===== config.mk =====
export PLATFORM = sky130hd
export DESIGN_NAME = nios_sys_cache_port_arbiter
export DESIGN_NICKNAME = d
export VERILOG_FILES = /design/src/rtl/nios_sys_cache_port_arbiter.sv
export SDC_FILE = /design/constraint.sdc
export NUM_CORES = 1
export LEC_CHECK = 0
export CORE_UTILIZATION = 31
export DETAILED_ROUTE_END_ITERATION = 7
export HOLD_SLACK_MARGIN = 0.12
export PLACE_DENSITY = 0.78
export SYNTH_ARGS = -nofsm -noshare
export SYNTH_HDL_FRONTEND = slang
export SYNTH_SLANG_ARGS = --single-unit
export TNS_END_PERCENT = 5

===== constraint.sdc =====
create_clock -name clk -period 2.33 [get_ports clk]
set_input_delay 0.3495 -clock clk [delete_from_list [all_inputs] [get_ports clk]]
set_output_delay 0.3495 -clock clk [all_outputs]
set_load 0.005 [all_outputs]

===== src/rtl/nios_sys_cache_port_arbiter.sv =====
// Two-master round-robin arbiter for port 2 of the 512x32 cache RAM.
// Supports single and incrementing-burst reads and writes with Avalon-style waitrequest/readdatavalid.
module nios_sys_cache_port_arbiter #(
    parameter int ADDR_W    = 9,
    parameter int DATA_W    = 32,
    parameter int MAX_BURST = 16,
    parameter int BC_W      = $clog2(MAX_BURST) + 1
) (
    input  logic                clk,
    input  logic                reset_n,

    input  logic                m0_req,
    input  logic                m0_write,
    input  logic [ADDR_W-1:0]   m0_addr,
    input  logic [BC_W-1:0]     m0_burstcount,
    input  logic [DATA_W-1:0]   m0_wdata,
    input  logic [DATA_W/8-1:0] m0_be,
    output logic                m0_waitrequest,
    output logic [DATA_W-1:0]   m0_rdata,
    output logic                m0_rvalid,

    input  logic                m1_req,
    input  logic                m1_write,
    input  logic [ADDR_W-1:0]   m1_addr,
    input  logic [BC_W-1:0]     m1_burstcount,
    input  logic [DATA_W-1:0]   m1_wdata,
    input  logic [DATA_W/8-1:0] m1_be,
    output logic                m1_waitrequest,
    output logic [DATA_W-1:0]   m1_rdata,
    output logic                m1_rvalid,

    output logic                ram_chipselect,
    output logic                ram_write,
    output logic [ADDR_W-1:0]   ram_address,
    output logic [DATA_W-1:0]   ram_writedata,
    output logic [DATA_W/8-1:0] ram_byteenable,
    output logic                ram_clken,
    input  logic [DATA_W-1:0]   ram_readdata,

    output logic                busy,
    output logic [1:0]          dbg_state
);

    localparam int BE_W = DATA_W / 8;

    // Handshake: a master's command or write beat is accepted in any cycle where its req is high
    // and its waitrequest is low; read words return one per cycle, flagged by that master's rvalid.
    typedef enum logic [1:0] {
        IDLE = 2'd0,
        RD   = 2'd1,
        WR   = 2'd2
    } state_t;

    state_t              state;
    logic                owner;
    logic                last_grant;
    logic [ADDR_W-1:0]   base;
    logic [BC_W-1:0]     beat;
    logic [BC_W-1:0]     total;
    logic                rvalid_q;
    logic                rtag;
    logic [ADDR_W-1:0]   addr_hold;
    logic                busy_q;

    logic                win;
    logic                grant;
    logic                w_write;
    logic [ADDR_W-1:0]   w_addr;
    logic [BC_W-1:0]     w_total;
    logic [DATA_W-1:0]   w_wdata;
    logic [BE_W-1:0]     w_be;
    logic                o_req;
    logic                o_write;
    logic [DATA_W-1:0]   o_wdata;
    logic [BE_W-1:0]     o_be;
    logic [ADDR_W-1:0]   beat_addr;
    logic                issue;
    logic                iss_write;
    logic [ADDR_W-1:0]   iss_addr;
    logic [DATA_W-1:0]   iss_wdata;
    logic [BE_W-1:0]     iss_be;
    logic                iss_tag;
    logic                acc0;
    logic                acc1;

    // Zero means a single beat; anything above MAX_BURST is clipped.
    function automatic logic [BC_W-1:0] clamp_count(input logic [BC_W-1:0] bc);
        if (bc == '0) return BC_W'(1);
        if (bc > BC_W'(MAX_BURST)) return BC_W'(MAX_BURST);
        return bc;
    endfunction

    always_comb begin
        win = 1'b0;
        if (m0_req && m1_req) win = ~last_grant;
        else if (m1_req)      win = 1'b1;
        grant = (state == IDLE) && (m0_req || m1_req) && reset_n;

        w_write = win ? m1_write : m0_write;
        w_addr  = win ? m1_addr  : m0_addr;
        w_total = clamp_count(win ? m1_burstcount : m0_burstcount);
        w_wdata = win ? m1_wdata : m0_wdata;
        w_be    = win ? m1_be    : m0_be;

        o_req   = owner ? m1_req   : m0_req;
        o_write = owner ? m1_write : m0_write;
        o_wdata = owner ? m1_wdata : m0_wdata;
        o_be    = owner ? m1_be    : m0_be;

        beat_addr = base + ADDR_W'(beat);

        issue     = 1'b0;
        iss_write = 1'b0;
        iss_addr  = addr_hold;
        iss_wdata = o_wdata;
        iss_be    = o_be;
        iss_tag   = owner;
        acc0      = 1'b0;
        acc1      = 1'b0;

        case (state)
            IDLE: begin
                // Beat 0 goes straight through to the RAM in the grant cycle.
                if (grant) begin
                    issue     = 1'b1;
                    iss_write = w_write;
                    iss_addr  = w_addr;
                    iss_wdata = w_wdata;
                    iss_be    = w_be;
                    iss_tag   = win;
                    acc0      = ~win;
                    acc1      = win;
                end
            end
            RD: begin
                issue    = 1'b1;
                iss_addr = beat_addr;
            end
            WR: begin
                if (o_req && o_write) begin
                    issue     = 1'b1;
                    iss_write = 1'b1;
                    iss_addr  = beat_addr;
                    acc0      = ~owner;
                    acc1      = owner;
                end
            end
            default: ;
        endcase
    end

    always_ff @(posedge clk or negedge reset_n) begin
        if (!reset_n) begin
            state      <= IDLE;
            owner      <= 1'b0;
            last_grant <= 1'b1;
            base       <= '0;
            beat       <= '0;
            total      <= '0;
            rvalid_q   <= 1'b0;
            rtag       <= 1'b0;
            addr_hold  <= '0;
            busy_q     <= 1'b0;
        end else begin
            rvalid_q <= issue & ~iss_write;
            rtag     <= iss_tag;
            if (issue) addr_hold <= iss_addr;

            case (state)
                IDLE: begin
                    if (grant) begin
                        owner      <= win;
                        last_grant <= win;
                        base       <= w_addr;
                        total      <= w_total;
                        beat       <= BC_W'(1);
                        if (w_total != BC_W'(1)) begin
                            state  <= w_write ? WR : RD;
                            busy_q <= 1'b1;
                        end
                    end
                end
                RD, WR: begin
                    // Write bursts only advance on beats the owner actually presents.
                    if (issue) begin
                        if (beat == total - BC_W'(1)) begin
                            state  <= IDLE;
                            busy_q <= 1'b0;
                        end else begin
                            beat <= beat + BC_W'(1);
                        end
                    end
                end
                default: begin
                    state  <= IDLE;
                    busy_q <= 1'b0;
                end
            endcase
        end
    end

    assign m0_waitrequest = ~(acc0 & reset_n);
    assign m1_waitrequest = ~(acc1 & reset_n);
    assign m0_rvalid      = rvalid_q & ~rtag;
    assign m1_rvalid      = rvalid_q & rtag;
    assign m0_rdata       = ram_readdata;
    assign m1_rdata       = ram_readdata;

    assign ram_chipselect = issue;
    assign ram_write      = iss_write;
    assign ram_address    = iss_addr;
    assign ram_writedata  = iss_wdata;
    assign ram_byteenable = iss_be;
    assign ram_clken      = 1'b1;

    assign busy      = busy_q;
    assign dbg_state = state;

endmodule


==> flow_summary.yaml, run 1 <==
timing:
  setup_violations: 48
  worst_pin_slew_ns: 0.701
  worst_slack_ns: -0.602
  fin_crit_ns: 2.93
  whs_ns: 0.485
  finalSetupTns_ns: -8.84
  slew_violations: 0
  fin_skew_ns: 0.00860
  max_slew_margin_pct: 52.9
  hold_viol_final: 0
  max_freq_mhz: 341
  post-route-period-util_pct: 126
  rsz0062_at_grt: "true"
grt:
  grt_pass1_wl_mm: 17.7
  grt_max_degree: 37
  overflow: 0
  grt_usage_pct: 20.3
  antenna_found_initial: 0
  grt_pass1_vias: 3439
cells_and_area:
  n_antenna_cell: 0
  area_delta_synth_final_pct: 61.2
  drive_above_1_share_pct: 34.5
  fillers: 922
  finish.utilization_pct: 51.2
  final_nets: 662
critical_path:
  crit_type: "register to output pin"
  crit_start: "beat[0]"
  cp_max_fo: 2
  reg2reg_depth: 15
  regToRegSetupSlack_ns: -0.20
  startpoint_type: "register"
  cp-endpoint: "ram_address[8]"
  critical_path_arrival_ns: 2.58
  r2r-end: "addr_hold[4]"
  r2r-start: "beat[0]"
  end_kind: "output pin"
  critPathRequiredTime_ns: 1.98
power:
  vdd_drop_max_v: 0.000510
  power_density_mw_per_mm2: 1230
  p_leak_nw: 2.45
yosys:
  synth-edff-count: 0
  ys_warn_count: 0
  netlist_area_sq_mm: 0.00326
  ys_seq_elements: 34
  synth_cell_type_count: 59
  synth_nets: 507
  avgSynthCellArea_sq_um: 9.14
  synth_flop_cell: "dfrtp_1"
  synthCells: 357
  async_reset_ff_share_pct: 100
  synth-seq-area-share_pct: 26.1
drt:
  drc: 0
  antenna_left: 0
  avgViaCountPerCell: 5.03
  wl_per_cell_microns: 17.2
  routed_wl_mm: 11.2
  first_pass_iters: 7
  drt_iter0_drc: 175
  vias: 3267
floorplanning:
  initial_core_util_pct: 31.8
  die-height_microns: 105
  coreArea_sq_mm: 0.0103
  die-width_microns: 105
  rows: 37
  io_pins: 257
  dieArea_sq_mm: 0.0109
cts:
  clkTransAtPathRegs_ns: 0.08
  cts-root-buf: "clkbuf_8"
  cts.sinks: 34
  ctsHtreeMaxLevel: 2
  cts_buffers: 5
  clk_latency_ns: 0.30
  cts_tree: "done"
  cts.path.max_buffers: 2
placed_design:
  io_buffers: 159
  gp_congestion: 0.842
  place_hpwl_mm: 8.92
job:
  cap_violations: 0
hold_path:
  hold_path.class: "register to register"
  min-delay-start: "addr_hold[0]"
outcome:
  violations: "setup timing"
  outcome: "finished with violations"
-- per-stage QoR --
| step | std cells | worst slack (ns) | total power, mW | instance area, sq um |
|---|---|---|---|---|
| 2_1_floorplan | 357 | -0.0281 | 3.41 | 3280 |
| 3_3_place_gp | 627 | -0.514 | 5.36 | 4910 |
| 3_5_place_dp | 627 | -0.550 | 5.46 | 4910 |
| 4_1_cts | 645 | -0.592 | 6.29 | 5190 |
| 5_1_grt | 649 | -0.680 | 6.90 | 5260 |
| 6_report | 649 | -0.602 | 6.49 | 5260 |
-- cell type report --
type	count	area (sq um)	area share, %
repair buffers	227	2060	39.1
clock inverters	3	68.8	1.31
clock buffers	5	68.8	1.31
well taps	136	170	3.23
inverters	8	30.0	0.571
flip-flops and latches	34	852	16.2
multi-input cells	236	2010	38.3
-- cell usage after synthesis, types with 8 or more instances --
cell type / n / area share (%)
nor3_1: 8 / 1.2
buf_4: 67 / 15
inv_1: 8 / 0.92
a21o_1: 18 / 4.1
o21ai_0: 14 / 2.1
ha_1: 11 / 4.2
nor2_1: 13 / 1.5
mux2_2: 37 / 13
dfrtp_1: 33 / 25
nand2_1: 23 / 2.6
xnor2_1: 10 / 2.7
a21oi_1: 15 / 2.3
mux2i_1: 12 / 3.7
-- flip-flops by register name, summed over array words and instances, names as in the netlist --
name,count
dbg_state,2
rtag,1
rvalid_q,1
beat,5
busy,1
last_grant,1
total,5
base,9
addr_hold,9
-- kinds of logic (layout without fill, tap and decap cells) --
family / count (synthesis) / count (layout) / share of synthesized area (%)
compound gates: 85 / 85 / 18.4
xor+xnor: 12 / 12 / 3.22
fa+ha+maj: 12 / 12 / 4.83
buf+inv: 87 / 243 / 18.5
flops: 34 / 34 / 26.1
mux: 49 / 49 / 16.4
other cells: 1 / 1 / 0.115
simple gates: 77 / 77 / 12.5
-- what timing repair did --
item,4_1_cts,5_1_grt
buffers inserted,10,4
hold buffers,0,0
resized for setup,130,57
pin swaps,20,10
endpoints found under the setup margin,49,50
-- worst min path at each step --
stage | endpoint | slack [ns] | cells after the start
after global placement | addr_hold[5] | 0.46 | 2
final | addr_hold[0] | 0.48 | 1
after floorplan | addr_hold[0] | 0.05 | 0
after detailed placement | addr_hold[5] | 0.47 | 2
after CTS | addr_hold[5] | 0.49 | 2
after global routing | addr_hold[2] | 0.51 | 1
-- cell usage in the layout (no fill, tap or decap), drive strengths merged, types with 3 or more instances in the layout --
cell and instances:
dlygate4sd2 10, a221o 4, mux2i 12, mux2 37, and2 4, nor3 9
clkbuf 21, o31ai 5, a21o 18, a31oi 5, inv 8, a21oi 15
nand2 23, or3 3, buf 82, dlymetal6s2s 3, clkdlybuf4s50 114, nor2b 4
a211o 4, xnor2 10, dfrtp 33, nor2 15, ha 11, o21ai 16
nand3 5
-- report_power, final --
group          internal, mW  switching (mW)  leakage (nW)
registers             0.884           0.229         0.421
clock network         0.429           0.244        0.0683
logic                  2.66            2.04          1.96
total                  3.98            2.52          2.45
-- critical path, stage by stage, from the launching register on --
cell and delay, ns:
dfrtp_1 0.40, ha_2 0.21, fa_2 0.36, a21o_1 0.18, a21oi_2 0.15, buf_4 0.13, nor2b_1 0.04, o2111ai_1 0.23
xnor2_1 0.15, a221o_1 0.32, buf_2 0.13
-- metal layers --
metal / track usage [%] / up-vias / part of all wire (%)
met5: 0 / - / 0
met3: 4.87 / 26 / 6.1
met1: 20.2 / 1565 / 34
met2: 39.8 / 148 / 57
met4: 8.15 / 0 / 2.7
li1: - / 1528 / -
Note: power is estimated with default switching activity, not from simulation.
==> inputs of run 2 (changes only) <==
--- a/config.mk
+++ b/config.mk
@@ -9,6 +9,7 @@
 export DETAILED_ROUTE_END_ITERATION = 7
 export HOLD_SLACK_MARGIN = 0.12
 export PLACE_DENSITY = 0.78
+export SLEW_MARGIN = 10
 export SYNTH_ARGS = -nofsm -noshare
 export SYNTH_HDL_FRONTEND = slang
 export SYNTH_SLANG_ARGS = --single-unit
==> results of run 2 <==
The final DEF is identical to that of run 1; final timing and power are the same.
==> inputs of run 3 (changes only) <==
--- a/config.mk
+++ b/config.mk
@@ -6,6 +6,7 @@
 export NUM_CORES = 1
 export LEC_CHECK = 0
 export CORE_UTILIZATION = 31
+export CTS_BUF_LIST = sky130_fd_sc_hd__clkbuf_4 sky130_fd_sc_hd__clkbuf_8 sky130_fd_sc_hd__clkbuf_16
 export DETAILED_ROUTE_END_ITERATION = 7
 export HOLD_SLACK_MARGIN = 0.12
 export PLACE_DENSITY = 0.78
==> results of run 3 <==
The final DEF is identical to that of run 1; final timing and power are the same.
